## config.mk

```make
export PLATFORM = sky130hd
export DESIGN_NAME = ysyx_23060187_mem_arbiter
export DESIGN_NICKNAME = d
export VERILOG_FILES = /design/src/rtl/ysyx_23060187_mem_arbiter.sv
export SDC_FILE = /design/constraint.sdc
export NUM_CORES = 1
export LEC_CHECK = 0
export CAP_MARGIN = 40
export CORE_AREA = 4 4 134 136
export CTS_CLUSTER_DIAMETER = 40
export DETAILED_ROUTE_END_ITERATION = 16
export DIE_AREA = 0 0 138 140
export DONT_BUFFER_PORTS = 1
export PLACE_DENSITY = 0.62
export RECOVER_POWER = 50
export SETUP_SLACK_MARGIN = 0.05
export SYNTH_ARGS = -nofsm -noshare
export SYNTH_HDL_FRONTEND = slang
export SYNTH_SLANG_ARGS = --single-unit
export TNS_END_PERCENT = 1
```

## constraint.sdc

```tcl
create_clock -name clk -period 1.6 [get_ports clk]
set_clock_uncertainty 0.1 [all_clocks]
set_input_delay 0.4 -clock clk [delete_from_list [all_inputs] [get_ports clk]]
set_output_delay 0.4 -clock clk [all_outputs]
set_load 0.005 [all_outputs]
```

## src/rtl/ysyx_23060187_mem_arbiter.sv

```systemverilog
// Shares one memory port between the IFU (read-only) and the LSU, one transaction at a time.
// Define YSYX_23060187_ARB_RR_EN for round-robin tie-breaking; otherwise the LSU wins ties.
module ysyx_23060187_mem_arbiter #(
  parameter int unsigned ADDR_W = 32,
  parameter int unsigned DATA_W = 32
) (
  input  logic              clk,
  input  logic              rst,

  input  logic              ifu_req_valid,
  output logic              ifu_req_ready,
  input  logic [ADDR_W-1:0] ifu_addr,
  output logic              ifu_resp_valid,
  output logic [DATA_W-1:0] ifu_rdata,

  input  logic              lsu_req_valid,
  output logic              lsu_req_ready,
  input  logic              lsu_wen,
  input  logic [ADDR_W-1:0] lsu_addr,
  input  logic [DATA_W-1:0] lsu_wdata,
  input  logic [7:0]        lsu_wmask,
  input  logic [31:0]       lsu_rlen,
  output logic              lsu_resp_valid,
  output logic [DATA_W-1:0] lsu_rdata,

  output logic              mem_req_valid,
  input  logic              mem_req_ready,
  output logic              mem_wen,
  output logic [ADDR_W-1:0] mem_addr,
  output logic [DATA_W-1:0] mem_wdata,
  output logic [7:0]        mem_wmask,
  output logic [31:0]       mem_rlen,
  input  logic              mem_resp_valid,
  input  logic [DATA_W-1:0] mem_rdata
);

  typedef enum logic [1:0] {StIdle, StReq, StWait} state_e;

  localparam logic OwnerIfu = 1'b0;
  localparam logic OwnerLsu = 1'b1;

  state_e state;
  logic   owner;
  logic   grant_ifu;
  logic   grant_lsu;

`ifdef YSYX_23060187_ARB_RR_EN
  logic   last_grant;
`endif

  always_comb begin
    grant_ifu = 1'b0;
    grant_lsu = 1'b0;
    if (state == StIdle) begin
      if (ifu_req_valid && lsu_req_valid) begin
`ifdef YSYX_23060187_ARB_RR_EN
        grant_lsu = (last_grant == OwnerIfu);
        grant_ifu = (last_grant == OwnerLsu);
`else
        grant_lsu = 1'b1;
`endif
      end else begin
        grant_ifu = ifu_req_valid;
        grant_lsu = lsu_req_valid;
      end
    end
  end

  assign ifu_req_ready = grant_ifu;
  assign lsu_req_ready = grant_lsu;

  always_ff @(posedge clk) begin
    if (rst) begin
      state          <= StIdle;
      owner          <= OwnerIfu;
      mem_req_valid  <= 1'b0;
      mem_wen        <= 1'b0;
      mem_addr       <= '0;
      mem_wdata      <= '0;
      mem_wmask      <= '0;
      mem_rlen       <= '0;
      ifu_resp_valid <= 1'b0;
      lsu_resp_valid <= 1'b0;
      ifu_rdata      <= '0;
      lsu_rdata      <= '0;
`ifdef YSYX_23060187_ARB_RR_EN
      last_grant     <= OwnerIfu;
`endif
    end else begin
      ifu_resp_valid <= 1'b0;
      lsu_resp_valid <= 1'b0;
      unique case (state)
        StIdle: begin
          if (grant_lsu) begin
            mem_wen       <= lsu_wen;
            mem_addr      <= lsu_addr;
            mem_wdata     <= lsu_wdata;
            mem_wmask     <= lsu_wmask;
            mem_rlen      <= lsu_rlen;
            owner         <= OwnerLsu;
            mem_req_valid <= 1'b1;
            state         <= StReq;
`ifdef YSYX_23060187_ARB_RR_EN
            last_grant    <= OwnerLsu;
`endif
          end else if (grant_ifu) begin
            mem_wen       <= 1'b0;
            mem_addr      <= ifu_addr;
            mem_wdata     <= '0;
            mem_wmask     <= '0;
            mem_rlen      <= 32'd4;
            owner         <= OwnerIfu;
            mem_req_valid <= 1'b1;
            state         <= StReq;
`ifdef YSYX_23060187_ARB_RR_EN
            last_grant    <= OwnerIfu;
`endif
          end
        end
        StReq: begin
          if (mem_req_ready) begin
            mem_req_valid <= 1'b0;
            state         <= StWait;
          end
        end
        StWait: begin
          if (mem_resp_valid) begin
            if (owner == OwnerLsu) begin
              // Stores return an acknowledge only; never leak bus data as load data.
              lsu_rdata      <= mem_wen ? '0 : mem_rdata;
              lsu_resp_valid <= 1'b1;
            end else begin
              ifu_rdata      <= mem_rdata;
              ifu_resp_valid <= 1'b1;
            end
            state <= StIdle;
          end
        end
        default: state <= StIdle;
      endcase
    end
  end

endmodule

```

-- Word-level counts from Yosys, hierarchy flattened
Index checks and enable logic that the tools add are counted.
- flip-flop bits (word level): 175
- input bits: 175
- logic and storage cells: 57
- eq/ne operators: 5
- muxes and demuxes: 27
- bitwise operators: 3
- reduce and logical (&&, ||, !) cells: 10
- operators with widths (cell ; number):
    $mux 32 ; 7
    $mux 8 ; 2
    $mux 1 ; 12
    $reduce_and 3->1 ; 4
    $mux 2 ; 4
    $pmux 2 s3 ; 1
    $ne 2x2->1 const B ; 2
    $reduce_bool 2->1 ; 2
    $ne 3x3->1 const B ; 1
    $not 1->1 ; 3
    $reduce_or 3->1 ; 1
    $eq 2x1->1 const B ; 1
    $eq 2x2->1 const B ; 1
    $logic_not 2->1 ; 1
    $pmux 1 s2 ; 1
    $reduce_and 2->1 ; 1
    $logic_and 1x1->1 ; 1

-- Depth between registers and ports, before layout
Gate-level depths: netlist of run 1.
- depth in word-level cells: 6
- gate-level depth with buffers: 6
- depth with buffers taken out: 3

-- Least setup slack after synthesis of run 1
OpenSTA, ideal clock, no wires.
- path kind: reg-to-output
- from: register state[1]
- to: output ifu_req_ready
- arrival time: 1.037 ns
- setup slack: 0.063 ns
- cell stages (with the launch flop): 5
- cell sequence: dfxtp_1 buf_2 or2_1 buf_4 nor3b_2
- word-level cells in the longest chain between the ends: 2
- ends and longest elaborated chain (what ; line ; text):
    from (decl) ; 42 ; state_e state;
    from (signal assigned) ; 74 ; state <= StIdle;
    from (signal assigned) ; 102 ; state <= StReq;
    from (signal assigned) ; 114 ; state <= StReq;
    $logic_not 2->1 ; 54 ; if (state == StIdle) begin
    $mux 1 ; 54 ;
    to (decl) ; 11 ; output logic ifu_req_ready,
No other way between the ends.

-- Worst setup path after layout of run 1
- from: register state[1]
- to: output lsu_req_ready
- word-level cells in the longest chain between the ends: 2
- ends and longest elaborated chain (what ; line ; text):
    $logic_not 2->1 ; 54 ;
    $mux 1 ; 54 ;
    to (decl) ; 17 ; output logic lsu_req_ready,
No other way between the ends.

==> PnR_summary.wiki, run 1 <==
{| class="wikitable"
! Metric !! Value
|-
| All-layer global routing usage || 0.192
|-
| Last weighted congestion value of the routability-driven placer || 0.781
|-
| Post-Route Utilization || 0.454
|-
| Number of antenna violations at the first check in global routing || 0
|-
| Cells traversed along the worst timing path || buf_6, nor3b_4, buf_12
|-
| Transition at the pin with the smallest max-transition slack || between 0.3 and 0.4 ns
|-
| Worst Setup End Kind || output pin
|-
| Die width || 138 um
|-
| Mean instance size in the synthesized netlist || between 8 and 9 um2
|-
| Maximum fanout along the worst path || 8
|-
| Maximum cell stage delay along the critical path || about 0.32 ns
|-
| RSZ-0062 raised after global routing || yes
|-
| Achievable Freq || 0.564 GHz
|-
| Starting density of the core || 0.397
|-
| Die area || 19300 um2
|-
| Number of distinct library cell variants in the gate-level netlist after synthesis || 23
|-
| Number of cells after detailed placement || 952
|-
| Wire length of the first global-routing pass || 30200 um
|-
| Slew margin rel. || 0.740
|-
| Type of element launching the critical path || flop
|-
| Clock sinks || 175
|-
| Remaining global-route overflow || 0
|-
| Min setup slack post-route || -0.173 ns
|-
| Chip height || 140 um
|-
| CP Data Arrival Time || 1.27 ns
|-
| Residual antenna-violating net count after detailed routing || 0
|-
| Share of cells above drive strength 1 || 0.116
|-
| Required time at the endpoint of the critical path || between 1 and 1.5 ns
|-
| Number of DRC markers after the initial detailed-route iteration || about 270
|-
| CTS H-tree lvls || 4
|-
| Root buf cell || clkbuf_16
|-
| Gate family responsible for the most delay along the worst path || flip-flops
|-
| Vias in the first global route || 5337
|-
| Failing checks || negative hold slack, negative setup slack
|-
| # port buffers || 0
|-
| Max Cap Violations || 0
|-
| Total via count in the routed design || between 5000 and 6000
|-
| Portion of the post-synthesis area used by sequential elements || 0.521
|-
| Post-route DRC || 0
|-
| Gate count of the mapped netlist || a little under 800
|-
| Synth-to-Final Area Change || 14.4%
|-
| Pwr dens || 1280 nW/um2
|-
| Worst vdd rail ir drop || 0.674 mV
|-
| Setup slack of the worst register-to-register path || roughly 0.02 ns
|-
| Worst hold-check slack || -0.0379 ns
|-
| Routed length per placed instance || between 15 and 20 um
|-
| Final hold vios || 9
|-
| Netlist area before placement || 6730 um2
|-
| Syn nets || 957
|-
| Outcome || finished, violations left
|-
| Number of rows in the core area || 48
|-
| Setup_tns || -0.325 ns
|-
| Final critical-path required period || 1.77 ns
|-
| Final layout net count || 927
|-
| Slowest cell on the critical path || dfxtp_2
|-
| Largest net degree at the start of global routing || between 150 and 200
|-
| Finished Cell Area || 7700 um2
|-
| Number of storage elements in the synthesis netlist || 175
|-
| Clock tree from TritonCTS || done
|-
| Power consumption || 9.88 mW
|-
| Count of warnings emitted by yosys || 0
|-
| Pins over their slew limit || 0
|-
| Number of search-and-repair iterations in the first detailed-routing pass || 5
|-
| WL final || 19600 um
|-
| Sum of buffers and inverters on the critical path || 2
|-
| Via/cell ratio || 5.49
|-
| Insertion delay of the later-clocked pin in the worst-skew pair || 0.41 ns
|-
| Total half-perimeter wirelength after legalization and detailed placement || 12800 um
|-
| Lkg Pwr || ~2.7 nW
|-
| # diodes || 0
|-
| Crit share post-route || 1.11
|-
| Number of standard cells in the final layout excluding fillers || 989
|-
| Total clock buffers created by CTS || 17
|-
| Clock transition at the registers of the reported paths || 0.06 ns
|-
| Worst min path class || input pin to flop
|-
| Placement-stage worst setup slack || 0.123 ns
|-
| Worst Setup Path Type || flop to output pin
|-
| Top-level I/O count || 349
|-
| Post-detailed-placement cell area || between 6000 and 7000 um2
|-
| Setup Viol. Count Final || 2
|-
| Core footprint || 16900 um2
|-
| Buffer levels on the longest clock path || 2
|}
-- worst reg2reg max path: cells and delay by family, from the launching register on --
kind | cells | cell delay (ns)
flops | 1 | 0.32
simple gates | 3 | 0.42
buf+inv | 4 | 0.67
-- placed cells by master (no fill, tap or decap), drive strengths merged, types with 5 or more instances in the layout --
| cell | netlist | routed |
|---|---|---|
| dfxtp | 175 | 175 |
| a21oi | 172 | 172 |
| nand2 | 171 | 171 |
| o21ai | 72 | 72 |
| nand3b | 33 | 33 |
| mux2i | 32 | 32 |
| a211oi | 32 | 32 |
| buf | 46 | 24 |
| clkbuf | 30 | 19 |
| nor2 | 7 | 7 |
| inv | 0 | 5 |
-- flip-flops by register name, summed over array words and instances, names as in the netlist --
name / count
owner: 1
mem_req_valid: 1
mem_addr: 32
mem_rlen: 32
lsu_resp_valid: 1
lsu_rdata: 32
mem_wen: 1
state: 2
ifu_rdata: 32
mem_wdata: 32
ifu_resp_valid: 1
mem_wmask: 8
-- routing by layer --
metal	GRT usage	wire, um	share of wire
met5	0	0	0
met4	0.0718	475	0.024
met3	0.0836	1910	0.097
met2	0.310	9260	0.47
met1	0.228	7960	0.41
-- what timing repair did --
action,4_1_cts,5_1_grt
hold endpoints to repair,175,171
pin swaps,3,27
buffers inserted,4,0
cloned,2,0
resized for setup,7,23
setup endpoints to repair,3,89
-- cell families after synthesis --
kind of cell / after synthesis / share of synthesized area
AND/OR/NAND/NOR: 223 / 0.154
AO/OA/AOI/OAI: 276 / 0.217
multiplexers: 32 / 0.0476
buffers and inverters: 76 / 0.0601
flip-flops: 175 / 0.521
-- layout make-up --
| type | count | area (um2) |
|---|---|---|
| clock buffer | 18 | 439 |
| clock inverter | 13 | 155 |
| fill | 1663 | 9240 |
| multi-input combinational | 531 | 2930 |
| sequential | 175 | 3510 |
| tap | 225 | 282 |
| timing repair buffer | 27 | 384 |
-- cell usage after synthesis --
cell type  count  area [um2]
nand4b_1       1        8.76
nor2_2         1        6.26
and4b_1        1        10.0
nand3b_1      33         248
nor2_1         4        15.0
nand4bb_1      1        11.3
nor4bb_1       1        10.0
mux2i_1       32         320
o21ai_1       72         360
buf_2         26         130
nor3_1         2        10.0
a21oi_1      172         861
a211oi_1      32         240
or3b_2         1        8.76
or2_1          2        12.5
buf_4         17         128
clkbuf_1      30         113
nor2b_1        1        6.26
buf_6          3        33.8
dfxtp_1      175        3500
nor3b_2        2        25.0
nor2_4         2        22.5
nand2_1      171         642
-- path summary, 6_finish.rpt --
path / end / from / depth (start not counted)
worst max-delay path: lsu_req_ready / state[1] / 3
worst min-delay path: mem_addr[22] / rst / 1
worst max register to register: owner / state[1] / 7
worst min register to register: ifu_rdata[0] / ifu_rdata[0] / 2
-- where the power goes --
part	internal [mW]	total (mW)	leakage, nW	switching (mW)
combinational	0.420	0.912	0.934	0.492
clock	2.38	4.16	0.287	1.78
sequential	4.60	4.81	1.43	0.213
Power figures use the tool's default switching activity.
==> inputs of run 2 (changes only) <==
Settings changed: CTS_BUF_LIST from default to sky130_fd_sc_hd__clkbuf_8.
==> PnR_summary.wiki, run 2 (synthesis gave the netlist of run 1 again) <==
{| class="wikitable"
! Metric !! Value
|-
| Via/cell ratio || 5.48
|-
| Worst Setup End Kind || output pin
|-
| Top-level I/O count || 349
|-
| Maximum fanout along the worst path || 8
|-
| Largest net degree at the start of global routing || between 150 and 200
|-
| Commonest cells after routing, fill and taps aside || dfxtp_1 (172), nand2_1 (171), a21oi_1 (154)
|-
| Worst hold-check slack || -0.0692 ns
|-
| CTS H-tree lvls || 4
|-
| Total half-perimeter wirelength after legalization and detailed placement || 12800 um
|-
| Number of cells after detailed placement || 952
|-
| Number of rows in the core area || 48
|-
| Number of search-and-repair iterations in the first detailed-routing pass || 7
|-
| Remaining global-route overflow || 0
|-
| Starting density of the core || 0.397
|-
| Number of antenna violations at the first check in global routing || 0
|-
| Clock tree from TritonCTS || done
|-
| Share of cells above drive strength 1 || 0.116
|-
| RSZ-0062 raised after global routing || yes
|-
| CP Data Arrival Time || 1.30 ns
|-
| Failing checks || negative hold slack, negative setup slack
|-
| Clock sinks || 175
|-
| Synth-to-Final Area Change || 11.4%
|-
| Storage cell area || 3510 um2
|-
| Pwr dens || 1180 nW/um2
|-
| Last weighted congestion value of the routability-driven placer || between 0.7 and 0.8
|-
| All-layer global routing usage || 0.191
|-
| Power consumption || 8.82 mW
|-
| Worst min path class || input pin to flop
|-
| Slowest cell on the critical path || dfxtp_2
|-
| Outcome || finished, violations left
|-
| Count of filler cells inserted in the layout || between 1500 and 2000
|-
| Die area || 19300 um2
|-
| Insertion delay of the later-clocked pin in the worst-skew pair || 0.43 ns
|-
| Setup Viol. Count Final || 2
|-
| Final hold vios || 123
|-
| Die width || 138 um
|-
| Final critical-path required period || 1.80 ns
|-
| Max Cap Violations || 0
|-
| Most common cell after layout, fill and taps aside || dfxtp_1
|-
| Vias in the first global route || 5316
|-
| Total via count in the routed design || 5419
|-
| # port buffers || 0
|-
| Residual antenna-violating net count after detailed routing || 0
|-
| Worst vdd rail ir drop || 0.547 mV
|-
| Achievable Freq || 0.555 GHz
|-
| Routed length per placed instance || 19.7 um
|-
| Final layout net count || between 900 and 1000
|-
| Worst Setup Path Type || flop to output pin
|-
| Post-route DRC || 0
|-
| # diodes || 0
|-
| Slew margin rel. || 0.720
|-
| Cells traversed along the worst timing path || buf_6, nor3b_4, buf_12
|-
| Required time at the endpoint of the critical path || 1.10 ns
|-
| Chip height || 140 um
|-
| Type of element launching the critical path || flop
|-
| Number of standard cells in the final layout excluding fillers || slightly below 1000
|-
| Wire length of the first global-routing pass || between 20000 and 30000 um
|-
| Number of DRC markers after the initial detailed-route iteration || 264
|-
| Combined area of the multi-input logic cells || ~2900 um2
|-
| Crit share post-route || 1.13
|-
| Pins over their slew limit || 0
|-
| Min setup slack post-route || -0.202 ns
|-
| Total clock buffers created by CTS || 17
|-
| Maximum cell stage delay along the critical path || ~0.33 ns
|-
| Lkg Pwr || 2.56 nW
|-
| Core footprint || between 15000 and 20000 um2
|-
| WL final || between 15000 and 20000 um
|-
| Clock transition at the registers of the reported paths || 0.10 ns
|-
| Root buf cell || clkbuf_8
|-
| Transition at the pin with the smallest max-transition slack || 0.419 ns
|-
| Buffer levels on the longest clock path || 2
|}
==> run 2: changes by cell type in the layout (fill, tap and decap cells not counted) <==
cell | previous run | this run
a211oi_1 | 29 | 30
clkbuf_4 | 1 | 2
buf_8 | 1 | 0
clkbuf_16 | 17 | 0
a211oi_2 | 3 | 2
clkbuf_8 | 1 | 18
dfxtp_1 | 173 | 172
dfxtp_2 | 2 | 3
==> run 2: worst paths after layout <==
path,startpoint,cells after the start,slack [ns],endpoint
setup / recovery,state[1],3,-0.20,lsu_req_ready
hold / removal,rst,1,-0.07,mem_addr[10]
setup reg to reg,state[0],6,0,ifu_rdata[15]
hold reg to reg,ifu_rdata[0],2,0.37,ifu_rdata[0]
==> run 2: per-layer routing <==
metal  up-vias  track usage  wire, um
met5         -            0         0
met4         0       0.0723       444
met3        27       0.0823      1890
met2       245        0.308      9290
met1      2513        0.227      7880
li1       2634            -         -
==> run 2: what timing repair did <==
action,in CTS,in global routing
setup endpoints to repair,3,88
cloned,2,0
endpoints found under the hold margin,175,175
resized for setup,10,21
pin swaps,3,37
buffers inserted,4,0
==> run 2: worst max-delay path, delay by kind of cell (launching register included) <==
family	cells	cell delay, ns
DFF	1	0.33
buffers and inverters	2	0.28
and+or+nand+nor	1	0.24
==> run 2: power breakdown <==
part	internal (mW)	total (mW)	switching, mW
clock	1.46	3.10	1.64
combinational	0.419	0.908	0.490
sequential	4.60	4.81	0.212
==> run 2: cell type report <==
cell class                 count  share of cell area
clock inverter                13              0.0207
timing repair buffer          27              0.0503
sequential                   175               0.468
tap                          225              0.0376
clock buffer                  18              0.0331
multi-input combinational    531               0.390
==> run 2: stage by stage <==
step / setup TNS, ns / util / worst slack [ns] / hold WS (ns) / area [um2]
final: -0.379 / 0.442 / -0.202 / -0.0692 / 7490
after global routing: -2.89 / 0.442 / -0.294 / -0.119 / 7490
after CTS: -0.495 / 0.439 / -0.260 / -0.121 / 7440
after detailed placement: 0 / 0.408 / 0.123 / 0.360 / 6910
after global placement: 0 / 0.408 / 0.166 / 0.354 / 6910
after floorplan: 0 / - / 0.0629 / 0.348 / 6730
==> inputs of run 3 (changes only) <==
Settings changed: GPL_TIMING_DRIVEN from default to 0, SKIP_CTS_REPAIR_TIMING from default to 1.
==> PnR_summary.wiki, run 3 (synthesis gave the netlist of run 1 again) <==
{| class="wikitable"
! Metric !! Value
|-
| Maximum fanout along the worst path || 6
|-
| Vias in the first global route || about 5600
|-
| Outcome || finished, violations left
|-
| Path length in cells of the critical path || 4
|-
| Type of element launching the critical path || flop
|-
| Clk network pwr share || 0.368
|-
| Top-level I/O count || 349
|-
| Wire length of the first global-routing pass || ~33000 um
|-
| Gate family responsible for the most delay along the worst path || simple AND/OR/NAND/NOR gates
|-
| Transition at the pin with the smallest max-transition slack || 0.840 ns
|-
| Destination of the critical timing path || ifu_req_ready
|-
| Seq pwr share || 0.503
|-
| Net switching share of the total power || 0.276
|-
| All-layer global routing usage || 0.216
|-
| Slowest cell on the critical path || dfxtp_2
|-
| Final layout net count || between 1000 and 1500
|-
| Post-route DRC || 0
|-
| Routed length per placed instance || 19.9 um
|-
| Remaining global-route overflow || 0
|-
| Worst Setup End Kind || output pin
|-
| Die width || between 100 and 150 um
|-
| Insertion delay of the later-clocked pin in the worst-skew pair || between 0.4 and 0.5 ns
|-
| Root buf cell || clkbuf_8
|-
| Number of DRC markers after the initial detailed-route iteration || approximately 270
|-
| Setup slack of the worst register-to-register path || -0.10 ns
|-
| Chip height || approximately 140 um
|-
| Lkg Pwr || 3.12 nW
|-
| RSZ-0062 raised after global routing || yes
|-
| Max Cap Violations || 0
|-
| Crit share post-route || 1.26
|-
| Crit Reg-Reg Startpoint || state[0]
|-
| Synth-to-Final Area Change || 28.4%
|-
| Hold path startpoint || lsu_wdata[15]
|-
| Worst vdd rail ir drop || 0.575 mV
|-
| Number of search-and-repair iterations in the first detailed-routing pass || 5
|-
| Total half-perimeter wirelength after legalization and detailed placement || around 16000 um
|-
| Core footprint || 16900 um2
|-
| Last weighted congestion value of the routability-driven placer || between 0.8 and 0.9
|-
| Largest net degree at the start of global routing || 17
|-
| Maximum cell stage delay along the critical path || 0.32 ns
|-
| Power Internal || between 6 and 7 mW
|-
| Required time at the endpoint of the critical path || ~1.1 ns
|-
| # diodes || 0
|-
| Number of rows in the core area || 48
|-
| Clock transition at the registers of the reported paths || 0.09 ns
|-
| Worst min path class || input pin to flop
|-
| # port buffers || 0
|-
| Finished Cell Area || between 8000 and 9000 um2
|-
| Slew margin rel. || 0.440
|-
| Worst Setup Path Type || flop to output pin
|-
| Clock tree from TritonCTS || done
|-
| Share of cells above drive strength 1 || 0.110
|-
| Via/cell ratio || 5.40
|-
| Min setup slack post-route || -0.411 ns
|-
| Most common cell after layout, fill and taps aside || dfxtp_1
|-
| Total clock buffers created by CTS || 17
|-
| Post-detailed-placement cell area || roughly 7000 um2
|-
| Commonest cells after routing, fill and taps aside || dfxtp_1 (173), nand2_1 (171), a21oi_1 (170)
|-
| Number of antenna violations at the first check in global routing || 0
|-
| Length in cells of the worst reg-to-reg path || 7
|-
| Achievable Freq || 0.497 GHz
|-
| Net switching power || about 2.6 mW
|-
| Setup Viol. Count Final || 90
|-
| R2R Path End || mem_wdata[2]
|-
| CTS H-tree lvls || 4
|-
| Starting density of the core || 0.397
|-
| Worst hold-check slack || -0.00738 ns
|-
| Pwr dens || 1110 nW/um2
|-
| Cells traversed along the worst timing path || buf_6, or2_4, buf_12, nor3b_4
|-
| Residual antenna-violating net count after detailed routing || 0
|-
| Total via count in the routed design || 6186
|-
| Clock sinks || between 150 and 200
|-
| Final hold vios || 1
|-
| Critical path origin || state[0]
|-
| WL final || 22700 um
|-
| Pins over their slew limit || 0
|-
| Combinational power share || 0.129
|-
| CP Data Arrival Time || 1.51 ns
|-
| Die area || 19300 um2
|-
| Failing checks || negative hold slack, negative setup slack
|-
| Buffer levels on the longest clock path || 2
|-
| Final critical-path required period || 2.01 ns
|-
| Sum of buffers and inverters on the critical path || 2
|}
run 3: cell count changes in the layout (fill, tap and decap cells not counted), sizes merged, moves of 3 or more:
cell and delta:
clkinv -3, dlygate4sd3 +102, buf +32, clkbuf +25
run 3: worst min path at each step:
| stage | end | cells past startpoint |
|---|---|---|
| after floorplan | lsu_rdata[21] | 2 |
| after global placement | lsu_rdata[18] | 2 |
| after detailed placement | lsu_rdata[9] | 2 |
| after CTS | mem_wmask[2] | 2 |
| after global routing | lsu_rdata[17] | 2 |
| final | mem_wdata[15] | 2 |
run 3: cell type report:
cell class,instances,area [um2]
Fill cell,1598,8300
Sequential cell,175,3510
Multi-Input combinational cell,531,2860
Timing Repair Buffer,108,1070
Buffer,76,475
Tap cell,225,282
Clock buffer,18,248
Clock inverter,13,199
run 3: power groups by stage:
stage	clock (mW)	sequential, mW	combinational (mW)
CTS	3.59	4.82	0.953
global placement	0	4.91	0.940
floorplan	0	4.83	0.727
finish	3.53	4.82	1.24
global route	3.77	4.84	1.38
detailed placement	0	4.92	0.952
run 3: per-stage QoR:
step	cells	TNS, ns	util	worst slack, ns	total power [mW]
floorplan	782	0	-	0.0629	5.55
global placement	1007	-25.52	0.414	-0.343	5.85
detailed placement	1007	-28.99	0.414	-0.370	5.87
CTS	1038	-3.77	0.440	-0.649	9.36
global route	1146	-11.97	0.510	-0.511	9.99
finish	1146	-4.12	0.510	-0.411	9.58
run 3: metal layers:
| metal | wire length [um] | up-vias | GRT usage |
|---|---|---|---|
| met1 | 8690 | 2906 | 0.243 |
| met4 | 527 | 0 | 0.0629 |
| met5 | 0 | - | 0 |
| met2 | 11500 | 294 | 0.369 |
| met3 | 2080 | 35 | 0.0963 |
| li1 | - | 2951 | - |
